`src/rtl/ctrl_pkg.sv`:
```
// Shared types for the control pipeline: ALU class encodings, forward selects,
// the control bundle carried by every stage register, and the forwarding rule.
package ctrl_pkg;

  localparam logic [1:0] ALUOP_ADD   = 2'b00;
  localparam logic [1:0] ALUOP_RTYPE = 2'b10;

  typedef enum logic [1:0] {
    FWD_REG   = 2'b00,
    FWD_EXMEM = 2'b10,
    FWD_MEMWB = 2'b01
  } fwd_sel_e;

  typedef struct packed {
    logic       reg_dst;
    logic       alu_src;
    logic       reg_write;
    logic       mem_write;
    logic       mem_read;
    logic       mem_to_reg;
    logic       branch;
    logic       jump;
    logic [1:0] alu_op;
  } ctrl_t;

  typedef struct packed {
    ctrl_t      ctrl;
    logic [4:0] rs;
    logic [4:0] rt;
    logic [4:0] rd;
  } id_ex_t;

  typedef struct packed {
    ctrl_t      ctrl;
    logic [4:0] wr_addr;
  } late_stage_t;

  // EX/MEM is checked first so the younger result wins; $0 never forwards.
  function automatic fwd_sel_e fwd_select(
    input logic [4:0] src,
    input logic       ex_mem_we,
    input logic [4:0] ex_mem_wa,
    input logic       mem_wb_we,
    input logic [4:0] mem_wb_wa
  );
    if (ex_mem_we && (ex_mem_wa != 5'd0) && (ex_mem_wa == src)) return FWD_EXMEM;
    if (mem_wb_we && (mem_wb_wa != 5'd0) && (mem_wb_wa == src)) return FWD_MEMWB;
    return FWD_REG;
  endfunction

endpackage

```
`src/rtl/ctrl_pipeline_if.sv`:
```
// Bus between the decoder and the control pipeline: decoded ID-stage control in,
// staged control, stall and forward selects out.
interface ctrl_pipeline_if;

  logic       RegDst_i;
  logic       ALUSrc_i;
  logic       RegWrite_i;
  logic       MemWrite_i;
  logic       MemRead_i;
  logic       MemtoReg_i;
  logic       Branch_i;
  logic       Jump_i;
  logic [1:0] ALUOp_i;
  logic [4:0] RsAddr_i;
  logic [4:0] RtAddr_i;
  logic [4:0] RdAddr_i;
  logic       Flush_i;

  logic [1:0] ALUOp_ex_o;
  logic       ALUSrc_ex_o;
  logic       Branch_ex_o;
  logic       Jump_ex_o;
  logic       MemRead_mem_o;
  logic       MemWrite_mem_o;
  logic       RegWrite_wb_o;
  logic       MemtoReg_wb_o;
  logic [4:0] WrAddr_wb_o;
  logic       Stall_o;
  logic [1:0] ForwardA_o;
  logic [1:0] ForwardB_o;

  modport master (
    output RegDst_i, ALUSrc_i, RegWrite_i, MemWrite_i, MemRead_i, MemtoReg_i,
           Branch_i, Jump_i, ALUOp_i, RsAddr_i, RtAddr_i, RdAddr_i, Flush_i,
    input  ALUOp_ex_o, ALUSrc_ex_o, Branch_ex_o, Jump_ex_o, MemRead_mem_o,
           MemWrite_mem_o, RegWrite_wb_o, MemtoReg_wb_o, WrAddr_wb_o, Stall_o,
           ForwardA_o, ForwardB_o
  );

  modport slave (
    input  RegDst_i, ALUSrc_i, RegWrite_i, MemWrite_i, MemRead_i, MemtoReg_i,
           Branch_i, Jump_i, ALUOp_i, RsAddr_i, RtAddr_i, RdAddr_i, Flush_i,
    output ALUOp_ex_o, ALUSrc_ex_o, Branch_ex_o, Jump_ex_o, MemRead_mem_o,
           MemWrite_mem_o, RegWrite_wb_o, MemtoReg_wb_o, WrAddr_wb_o, Stall_o,
           ForwardA_o, ForwardB_o
  );

endinterface

```
`src/rtl/hazard_unit.sv`:
```
// Load-use stall detection and EX operand forwarding; purely combinational so
// both act in the same cycle the hazard is visible in the stage registers.
module hazard_unit
  import ctrl_pkg::*;
(
  input  logic       id_ex_mem_read,
  input  logic [4:0] id_ex_rs,
  input  logic [4:0] id_ex_rt,
  input  logic [4:0] rs_addr,
  input  logic [4:0] rt_addr,
  input  logic       ex_mem_reg_write,
  input  logic [4:0] ex_mem_wr_addr,
  input  logic       mem_wb_reg_write,
  input  logic [4:0] mem_wb_wr_addr,
  output logic       stall,
  output fwd_sel_e   fwd_a,
  output fwd_sel_e   fwd_b
);

  // A load into $0 produces nothing a consumer can wait on.
  assign stall = id_ex_mem_read && (id_ex_rt != 5'd0) &&
                 ((id_ex_rt == rs_addr) || (id_ex_rt == rt_addr));

  assign fwd_a = fwd_select(id_ex_rs, ex_mem_reg_write, ex_mem_wr_addr,
                            mem_wb_reg_write, mem_wb_wr_addr);
  assign fwd_b = fwd_select(id_ex_rt, ex_mem_reg_write, ex_mem_wr_addr,
                            mem_wb_reg_write, mem_wb_wr_addr);

endmodule

```
`src/rtl/ctrl_pipeline.sv`:
```
// ID/EX, EX/MEM and MEM/WB control stage registers with bubble insertion on
// load-use stall or flush; hazard comparators live in hazard_unit.
module ctrl_pipeline
  import ctrl_pkg::*;
(
  input  logic            clk_i,
  input  logic            rst_i,
  ctrl_pipeline_if.slave  bus
);

  id_ex_t      id_ex;
  late_stage_t ex_mem;
  late_stage_t mem_wb;

  ctrl_t       id_ctrl;
  logic [4:0]  ex_wr_addr;
  logic        stall;
  fwd_sel_e    fwd_a;
  fwd_sel_e    fwd_b;

  assign id_ctrl = '{
    reg_dst:    bus.RegDst_i,
    alu_src:    bus.ALUSrc_i,
    reg_write:  bus.RegWrite_i,
    mem_write:  bus.MemWrite_i,
    mem_read:   bus.MemRead_i,
    mem_to_reg: bus.MemtoReg_i,
    branch:     bus.Branch_i,
    jump:       bus.Jump_i,
    alu_op:     bus.ALUOp_i
  };

  assign ex_wr_addr = id_ex.ctrl.reg_dst ? id_ex.rd : id_ex.rt;

  // NOTE: every stage register uses <= so all three stages sample the
  // pre-edge values of their predecessors; blocking here would collapse stages.
  always_ff @(posedge clk_i) begin
    if (rst_i) begin
      // NOTE: reset is synchronous; it also overrides a pending bubble, so no
      // half-inserted state can survive it.
      id_ex  <= '0;
      ex_mem <= '0;
      mem_wb <= '0;
    end else begin
      if (bus.Flush_i || stall) begin
        id_ex <= '0;
      end else begin
        id_ex <= '{ctrl: id_ctrl, rs: bus.RsAddr_i, rt: bus.RtAddr_i, rd: bus.RdAddr_i};
      end
      ex_mem <= '{ctrl: id_ex.ctrl, wr_addr: ex_wr_addr};
      mem_wb <= ex_mem;
    end
  end

  hazard_unit u_hazard (
    .id_ex_mem_read   (id_ex.ctrl.mem_read),
    .id_ex_rs         (id_ex.rs),
    .id_ex_rt         (id_ex.rt),
    .rs_addr          (bus.RsAddr_i),
    .rt_addr          (bus.RtAddr_i),
    .ex_mem_reg_write (ex_mem.ctrl.reg_write),
    .ex_mem_wr_addr   (ex_mem.wr_addr),
    .mem_wb_reg_write (mem_wb.ctrl.reg_write),
    .mem_wb_wr_addr   (mem_wb.wr_addr),
    .stall            (stall),
    .fwd_a            (fwd_a),
    .fwd_b            (fwd_b)
  );

  assign bus.ALUOp_ex_o     = id_ex.ctrl.alu_op;
  assign bus.ALUSrc_ex_o    = id_ex.ctrl.alu_src;
  assign bus.Branch_ex_o    = id_ex.ctrl.branch;
  assign bus.Jump_ex_o      = id_ex.ctrl.jump;
  assign bus.MemRead_mem_o  = ex_mem.ctrl.mem_read;
  assign bus.MemWrite_mem_o = ex_mem.ctrl.mem_write;
  assign bus.RegWrite_wb_o  = mem_wb.ctrl.reg_write;
  assign bus.MemtoReg_wb_o  = mem_wb.ctrl.mem_to_reg;
  assign bus.WrAddr_wb_o    = mem_wb.wr_addr;
  assign bus.Stall_o        = stall;
  assign bus.ForwardA_o     = fwd_a;
  assign bus.ForwardB_o     = fwd_b;

  // The WB stage only consumes its write-back fields of the shared bundle.
  logic unused_mem_wb;
  assign unused_mem_wb = ^{mem_wb.ctrl.reg_dst, mem_wb.ctrl.alu_src,
                           mem_wb.ctrl.mem_write, mem_wb.ctrl.mem_read,
                           mem_wb.ctrl.branch, mem_wb.ctrl.jump,
                           mem_wb.ctrl.alu_op};

endmodule

```
`src/flat_wrapper.sv`:
```
// flat-port wrapper written by rule: the top's interface ports become plain ports
module ctrl_pipeline_flat import ctrl_pkg::*;
  (clk_i, rst_i, bus_RegDst_i, bus_ALUSrc_i, bus_RegWrite_i, bus_MemWrite_i, bus_MemRead_i, bus_MemtoReg_i, bus_Branch_i, bus_Jump_i, bus_ALUOp_i, bus_RsAddr_i, bus_RtAddr_i, bus_RdAddr_i, bus_Flush_i, bus_ALUOp_ex_o, bus_ALUSrc_ex_o, bus_Branch_ex_o, bus_Jump_ex_o, bus_MemRead_mem_o, bus_MemWrite_mem_o, bus_RegWrite_wb_o, bus_MemtoReg_wb_o, bus_WrAddr_wb_o, bus_Stall_o, bus_ForwardA_o, bus_ForwardB_o);
  ctrl_pipeline_if bus_i ();
  input  logic clk_i;
  input  logic rst_i;
  input wire logic [$bits(bus_i.RegDst_i)-1:0] bus_RegDst_i;
  input wire logic [$bits(bus_i.ALUSrc_i)-1:0] bus_ALUSrc_i;
  input wire logic [$bits(bus_i.RegWrite_i)-1:0] bus_RegWrite_i;
  input wire logic [$bits(bus_i.MemWrite_i)-1:0] bus_MemWrite_i;
  input wire logic [$bits(bus_i.MemRead_i)-1:0] bus_MemRead_i;
  input wire logic [$bits(bus_i.MemtoReg_i)-1:0] bus_MemtoReg_i;
  input wire logic [$bits(bus_i.Branch_i)-1:0] bus_Branch_i;
  input wire logic [$bits(bus_i.Jump_i)-1:0] bus_Jump_i;
  input wire logic [$bits(bus_i.ALUOp_i)-1:0] bus_ALUOp_i;
  input wire logic [$bits(bus_i.RsAddr_i)-1:0] bus_RsAddr_i;
  input wire logic [$bits(bus_i.RtAddr_i)-1:0] bus_RtAddr_i;
  input wire logic [$bits(bus_i.RdAddr_i)-1:0] bus_RdAddr_i;
  input wire logic [$bits(bus_i.Flush_i)-1:0] bus_Flush_i;
  output wire logic [$bits(bus_i.ALUOp_ex_o)-1:0] bus_ALUOp_ex_o;
  output wire logic [$bits(bus_i.ALUSrc_ex_o)-1:0] bus_ALUSrc_ex_o;
  output wire logic [$bits(bus_i.Branch_ex_o)-1:0] bus_Branch_ex_o;
  output wire logic [$bits(bus_i.Jump_ex_o)-1:0] bus_Jump_ex_o;
  output wire logic [$bits(bus_i.MemRead_mem_o)-1:0] bus_MemRead_mem_o;
  output wire logic [$bits(bus_i.MemWrite_mem_o)-1:0] bus_MemWrite_mem_o;
  output wire logic [$bits(bus_i.RegWrite_wb_o)-1:0] bus_RegWrite_wb_o;
  output wire logic [$bits(bus_i.MemtoReg_wb_o)-1:0] bus_MemtoReg_wb_o;
  output wire logic [$bits(bus_i.WrAddr_wb_o)-1:0] bus_WrAddr_wb_o;
  output wire logic [$bits(bus_i.Stall_o)-1:0] bus_Stall_o;
  output wire logic [$bits(bus_i.ForwardA_o)-1:0] bus_ForwardA_o;
  output wire logic [$bits(bus_i.ForwardB_o)-1:0] bus_ForwardB_o;
  assign bus_i.RegDst_i = bus_RegDst_i;
  assign bus_i.ALUSrc_i = bus_ALUSrc_i;
  assign bus_i.RegWrite_i = bus_RegWrite_i;
  assign bus_i.MemWrite_i = bus_MemWrite_i;
  assign bus_i.MemRead_i = bus_MemRead_i;
  assign bus_i.MemtoReg_i = bus_MemtoReg_i;
  assign bus_i.Branch_i = bus_Branch_i;
  assign bus_i.Jump_i = bus_Jump_i;
  assign bus_i.ALUOp_i = bus_ALUOp_i;
  assign bus_i.RsAddr_i = bus_RsAddr_i;
  assign bus_i.RtAddr_i = bus_RtAddr_i;
  assign bus_i.RdAddr_i = bus_RdAddr_i;
  assign bus_i.Flush_i = bus_Flush_i;
  assign bus_ALUOp_ex_o = bus_i.ALUOp_ex_o;
  assign bus_ALUSrc_ex_o = bus_i.ALUSrc_ex_o;
  assign bus_Branch_ex_o = bus_i.Branch_ex_o;
  assign bus_Jump_ex_o = bus_i.Jump_ex_o;
  assign bus_MemRead_mem_o = bus_i.MemRead_mem_o;
  assign bus_MemWrite_mem_o = bus_i.MemWrite_mem_o;
  assign bus_RegWrite_wb_o = bus_i.RegWrite_wb_o;
  assign bus_MemtoReg_wb_o = bus_i.MemtoReg_wb_o;
  assign bus_WrAddr_wb_o = bus_i.WrAddr_wb_o;
  assign bus_Stall_o = bus_i.Stall_o;
  assign bus_ForwardA_o = bus_i.ForwardA_o;
  assign bus_ForwardB_o = bus_i.ForwardB_o;
  ctrl_pipeline u_core (.clk_i(clk_i), .rst_i(rst_i), .bus(bus_i));
endmodule
```
`config.mk`:
```
export PLATFORM = sky130hd
export DESIGN_NAME = ctrl_pipeline_flat
export DESIGN_NICKNAME = d
export VERILOG_FILES = /design/src/rtl/ctrl_pkg.sv /design/src/rtl/ctrl_pipeline_if.sv /design/src/rtl/hazard_unit.sv /design/src/rtl/ctrl_pipeline.sv /design/src/flat_wrapper.sv
export SDC_FILE = /design/constraint.sdc
export NUM_CORES = 1
export LEC_CHECK = 0
export ABC_CLOCK_PERIOD_IN_PS = 2500
export BUFFER_PORTS_ARGS = -buffer_cell sky130_fd_sc_hd__clkbuf_2
export CAP_MARGIN = 20
export CORE_MARGIN = 2
export CORE_UTILIZATION = 50
export DETAILED_ROUTE_END_ITERATION = 10
export PLACE_DENSITY = 0.89
export SKIP_CTS_REPAIR_TIMING = 1
export SLEW_MARGIN = 20
export SYNTH_ARGS = -nofsm -noshare
export SYNTH_HDL_FRONTEND = slang
export SYNTH_HIERARCHICAL = 1
export SYNTH_SLANG_ARGS = --single-unit
```
`constraint.sdc`:
```
create_clock -name clk_i -period 2.5 [get_ports clk_i]
set_clock_uncertainty 0.05 [all_clocks]
set_input_delay 0.125 -clock clk_i [delete_from_list [all_inputs] [get_ports clk_i]]
set_output_delay 0.125 -clock clk_i [all_outputs]
set_load 0.02 [all_outputs]
```
Yosys cells after proc, flatten, opt, wreduce, memory -nomap -nowiden
Index checks and enable logic that the tools add are counted.
- output and inout port bits: 19
- bits in registers: 41
- input port bits: 28
- equality and inequality tests: 6
- reductions and logical operators: 14
- muxes and demuxes: 15
- operators by type and width (cell ; count):
    5-bit == test ; 6
    2-bit 2-to-1 mux ; 8
    5-bit nonzero test ; 3
    1-bit logical AND ; 8
    1-bit 2-to-1 mux ; 6
    5-bit 2-to-1 mux ; 1
    1-bit logical OR ; 2
    2-bit OR reduction ; 1

Depth between registers and ports, before layout
- word-level depth: 7
- mapped depth: 8

By module
Netlist, hierarchy kept.
- by module, submodules not included (module ; times used ; cells each ; area each (µm²) ; sequential area each (µm²)):
    ctrl_pipeline ; 1 ; 94 ; 1184.9 ; 820.8
    hazard_unit ; 1 ; 54 ; 422.9 ; 0.0

Worst setup path before layout
Ideal clock, no wire load.
- path type: register to register
- start: register u_core/id_ex[5] in the netlist's numbering
- end: register u_core.id_ex, in the netlist u_core/bus.ALUOp_ex_o[0]
- cell stages (with the launch flop): 9
- arrival time: 1802 ps
- buffers on the path: 2
- path slack: 533 ps
- clock period less this slack: 1967 ps
- library setup time: 115 ps
- cells stage by stage: dfxtp_1 -> clkbuf_1 -> xor2_1 -> nor3_1 -> nand3_1 -> a21oi_1 -> nor3_4 -> buf_6 -> and2_1
- longest elaborated chain between the ends: 5
- elaborated cells on any way between the ends: 8
- classes of those cells: eq/ne (2); reduce/logical (6)
- RTL lines (what ; RTL line ; source):
    from (decl) ; ctrl_pipeline.sv:11 ; id_ex_t id_ex;
    from (signal assigned) ; ctrl_pipeline.sv:48 ; id_ex <= '{ctrl: id_ctrl, rs: bus.RsAddr_i, rt: bus.RtAddr_i, rd: bus.RdAddr_i};
    5-bit == test or 5-bit nonzero test (tied branches) ; hazard_unit.sv:22, hazard_unit.sv:21 ;
    1-bit logical OR or 1-bit logical AND (tied branches) ; hazard_unit.sv:22, hazard_unit.sv:21 ;
    1-bit logical AND (*) ; hazard_unit.sv:21 ; assign stall = id_ex_mem_read && (id_ex_rt != 5'd0) &&
    via bus_Stall_o ; flat_wrapper.sv:29 ; output wire logic [$bits(bus_i.Stall_o)-1:0] bus_Stall_o;
    1-bit logical OR (*) ; ctrl_pipeline.sv:45 ; if (bus.Flush_i || stall) begin
    2-bit OR reduction (no line) (*) ; -- ;
Mark *: on every way through the listed nets, which the timed path passes. The rest lies on a longest branch.
A chain may end at the register's enable or synchronous reset.

Final worst setup path
- start: register u_core/ex_mem[1] in the netlist's numbering
- end: output bus_ForwardB_o[0]
- longest elaborated chain between the ends: 5
- elaborated cells on any way between the ends: 6
- classes of those cells: eq/ne (1); mux (2); reduce/logical (3)
- RTL lines (what ; RTL line ; source):
    from (decl) ; ctrl_pipeline.sv:12 ; late_stage_t ex_mem;
    from (signal assigned) ; ctrl_pipeline.sv:50 ; ex_mem <= '{ctrl: id_ex.ctrl, wr_addr: ex_wr_addr};
    5-bit nonzero test ; ctrl_pkg.sv:46 ; if (ex_mem_we && (ex_mem_wa != 5'd0) && (ex_mem_wa == src)) return FWD_EXMEM;
    1-bit logical AND ; ctrl_pkg.sv:46 ;
    1-bit logical AND (*) ; ctrl_pkg.sv:46 ;
    1-bit 2-to-1 mux (*) ; ctrl_pkg.sv:46 ;
    2-bit 2-to-1 mux (*) ; ctrl_pkg.sv:47 ; if (mem_wb_we && (mem_wb_wa != 5'd0) && (mem_wb_wa == src)) return FWD_MEMWB;
    to (decl) ; flat_wrapper.sv:31 ; output wire logic [$bits(bus_i.ForwardB_o)-1:0] bus_ForwardB_o;
Every way passes the cells marked *; elsewhere a longest branch is shown, timed or not.

==> flow_metrics.py <==
metrics = {
    "floorplanning": {
        "die_w_um": 60.7,
        "initial_core_util": 0.527,
        "core_mm2": 0.00305,
        "pin_count": 47,
        "die_h_um": 60.7,
        "num_rows": 20,
        "dieArea_mm2": 0.00369,
    },
    "drt": {
        "drt_iter0_drc": 25,
        "viasPerCell": 4.50,
        "drtPass1Iterations": 4,
        "post_drt_wl_per_cell_um": 12.2,
        "postRouteAntennaNets": 0,
        "drc_errors": 0,
        "wirelength_um": 3200,
        "vias": 1178,
    },
    "synth": {
        "synth_top_cell_by_area": "dfxtp_1",
        "synth-simple-area-share": 0.239,
        "synth-compound-area-share": 0.0148,
        "synth_area_mm2": 0.00161,
        "synth-seq-area-share": 0.511,
        "synthMuxAreaShare": 0.0311,
        "synthXorXnorAreaFrac": 0.163,
        "synth_fp_nets": 176,
        "synth.avg_cell_area_um2": 10.9,
        "yosys_warnings": 6,
        "synth_area_leaders": "dfxtp_1 51%, xor2_1 11%, and2_1 9.7%, xnor2_1 5.4%, mux2i_1 3.1%",
        "yosysTopAreaCellShare": 0.511,
        "synthCells": 148,
        "ys_types": 21,
        "synth_top_family_by_area": "simple AND/OR/NAND/NOR gates",
        "ys_ff_latch": 41,
        "synth-adder-area-share": 0,
    },
    "global_routing": {
        "overflow": 0,
        "grt_pass1_vias": 989,
        "grt_util_all_layers": 0.172,
        "grt_max_degree": 18,
        "antenna_found_initial": 0,
        "grt_pass1_wl_um": 4420,
    },
    "min_path": {
        "hold_path.class": "in -> reg",
    },
    "cells_and_area": {
        "drive_gt1_frac": 0.280,
        "layout.nets": 245,
        "diodes": 0,
        "syn2layout_area_growth_pct": 33.6,
        "fillers": 245,
        "multiInputGateArea_um2": 721,
        "regArea_um2": 821,
    },
    "critical_path": {
        "crit_buf_inv": 1,
        "crit_top_cell": "nor4_2",
        "cp_slowest_cell": "or4_1",
        "critPathMaxStageDelay_ns": 0.54,
        "cp_max_fo": 4,
        "path_cells": "or4_1 -> o21ai_2 -> nor4_2 -> nor4_2 -> clkbuf_2",
        "endpoint_kind": "primary output",
        "critical_path_class": "reg -> out",
        "required_ns": 2.33,
        "worstSetupStartpointType": "register",
        "arrival_ns": 1.97,
        "crit_family": "simple AND/OR/NAND/NOR gates",
    },
    "cts": {
        "cts_sinks": 41,
        "clock_latency_ns": 0.35,
        "htree_levels": 2,
        "clk_path_buf_depth": 2,
        "cts-root-buf": "clkbuf_4",
        "tritoncts": "done",
        "clk_pin_slew_ns": 0.12,
        "numCtsBuffers": 5,
    },
    "run_status": {
        "status": "complete, no violations",
    },
    "sta": {
        "setup_viol": 0,
        "finalHoldViolCount": 0,
        "tns_ns": 0,
        "period_share": 0.856,
        "tightest_slew_ns": 0.348,
        "rsz0062_at_grt": "no",
        "relSlewSlack": 0.768,
        "slew_violations": 0,
        "setup_slack_ns": 0.360,
        "whs_ns": 0.134,
        "period_needed_ns": 2.14,
        "fmax_ghz": 0.467,
    },
    "power_and_ir_drop": {
        "seqPwrFrac": 0.604,
        "vdd_drop_max_v": 0.000482,
        "p_per_area_mw_per_mm2": 538,
        "power_mw": 1.15,
        "swShare": 0.248,
        "power.leakage_nw": 1.01,
        "power_frac_clock": 0.276,
        "power.switching_mw": 0.287,
        "p_int_mw": 0.868,
        "p_comb_frac": 0.120,
    },
    "run": {
        "drv_cap": 0,
    },
    "placed_design": {
        "dp_slack_ns": 0.671,
        "gp_congestion": 0.832,
        "dp_hpwl_um": 2280,
        "portBuffers": 46,
    },
}
-- metal layers --
layer  share of wire  global-route usage  vias up
li1                -                   -      608
met1            0.42               0.185      538
met2            0.52               0.298       26
met3           0.033              0.0618        6
met4           0.018              0.0839        0
met5               0                   0        -
-- layout by cell type (no fill, tap or decap) --
cell type      count
dlygate4sd3_1     25
nand3_1            4
o21ai_0            1
dfxtp_1           41
nor4_2             4
nor2b_1            6
clkbuf_1           1
buf_4              2
and2_1            25
or4_1              5
nor2_1             5
mux2i_1            5
and2b_1            5
o21ai_2            1
xor2_1            20
a21oi_1            1
clkinvlp_4         2
o21ai_1            1
nor3_4             1
clkbuf_4           5
clkbuf_2          46
xnor2_1           10
nor3_1             2
-- per-stage QoR --
step,utilization,instance area (um2),std cells
6_report,0.704,2150,262
5_1_grt,0.704,2150,262
4_1_cts,0.622,1900,237
3_5_place_dp,0.603,1840,229
3_3_place_gp,0.603,1840,229
2_1_floorplan,-,1610,148
-- power groups by stage --
stage	Clock (mW)	Sequential (mW)	Combinational (mW)
2_1_floorplan	0	0.707	0.0721
3_3_place_gp	0	0.711	0.104
3_5_place_dp	0	0.712	0.107
4_1_cts	0.325	0.697	0.108
5_1_grt	0.356	0.700	0.152
6_report	0.319	0.697	0.139
-- worst register-to-register path, stage by stage (launching register included) --
cell and delay, ns:
dfxtp_1 0.42, or4_1 0.55, o21ai_0 0.16, a21oi_1 0.10
nor3_4 0.21, buf_4 0.20, and2_1 0.15
-- sequential cells by signal, indices dropped and copies added, names as in the netlist --
register,cells
u_core/bus.RegWrite_wb_o,1
u_core/bus.WrAddr_wb_o,5
u_core/bus.MemtoReg_wb_o,1
u_core/bus.Jump_ex_o,1
u_core/bus.ALUSrc_ex_o,1
u_core/bus.MemWrite_mem_o,1
u_core/bus.MemRead_mem_o,1
u_core/bus.Branch_ex_o,1
u_core/id_ex,20
u_core/bus.ALUOp_ex_o,2
u_core/ex_mem,7
-- final timing paths --
path / from / slack (ns) / end / cells past startpoint
max: u_core/ex_mem[1]$_SDFF_PP0_ / 0.36 / bus_ForwardB_o[0] / 5
min: rst_i / 0.13 / u_core/ex_mem[0]$_SDFF_PP0_ / 2
max reg2reg: u_core/id_ex[6]$_SDFF_PP0_ / 0.63 / u_core/id_ex[19]$_SDFF_PP0_ / 6
min reg2reg: u_core/ex_mem[9]$_SDFF_PP0_ / 0.39 / u_core/bus.MemtoReg_wb_o$_SDFF_PP0_ / 1
-- cells in the mapped netlist (all sizes together) --
| master | count |
|---|---|
| dfxtp | 41 |
| and2 | 25 |
| xor2 | 20 |
| xnor2 | 10 |
| buf | 6 |
| nor2b | 6 |
| and2b | 5 |
| clkbuf | 5 |
| mux2i | 5 |
| nor2 | 5 |
| or4 | 5 |
| nand3 | 4 |
| nor4 | 4 |
| nor3 | 3 |
| o21ai | 3 |
| a21oi | 1 |
-- layout make-up --
cell class | instances | share of cell area
flip-flops and latches | 41 | 0.382
well taps | 44 | 0.0256
multi-input cells | 96 | 0.335
clock buffers | 6 | 0.0192
clock inverters | 2 | 0.00699
repair buffers | 73 | 0.231
-- kinds of logic (layout without fill, tap and decap cells) --
group	count (synthesis)	after routing
AOI/OAI and AO/OA	4	4
xor gates and xnor gates	30	30
buffers and inverters	11	81
DFF	41	41
muxes	5	5
and+or+nand+nor	57	57
Note: power is estimated with default switching activity, not from simulation.
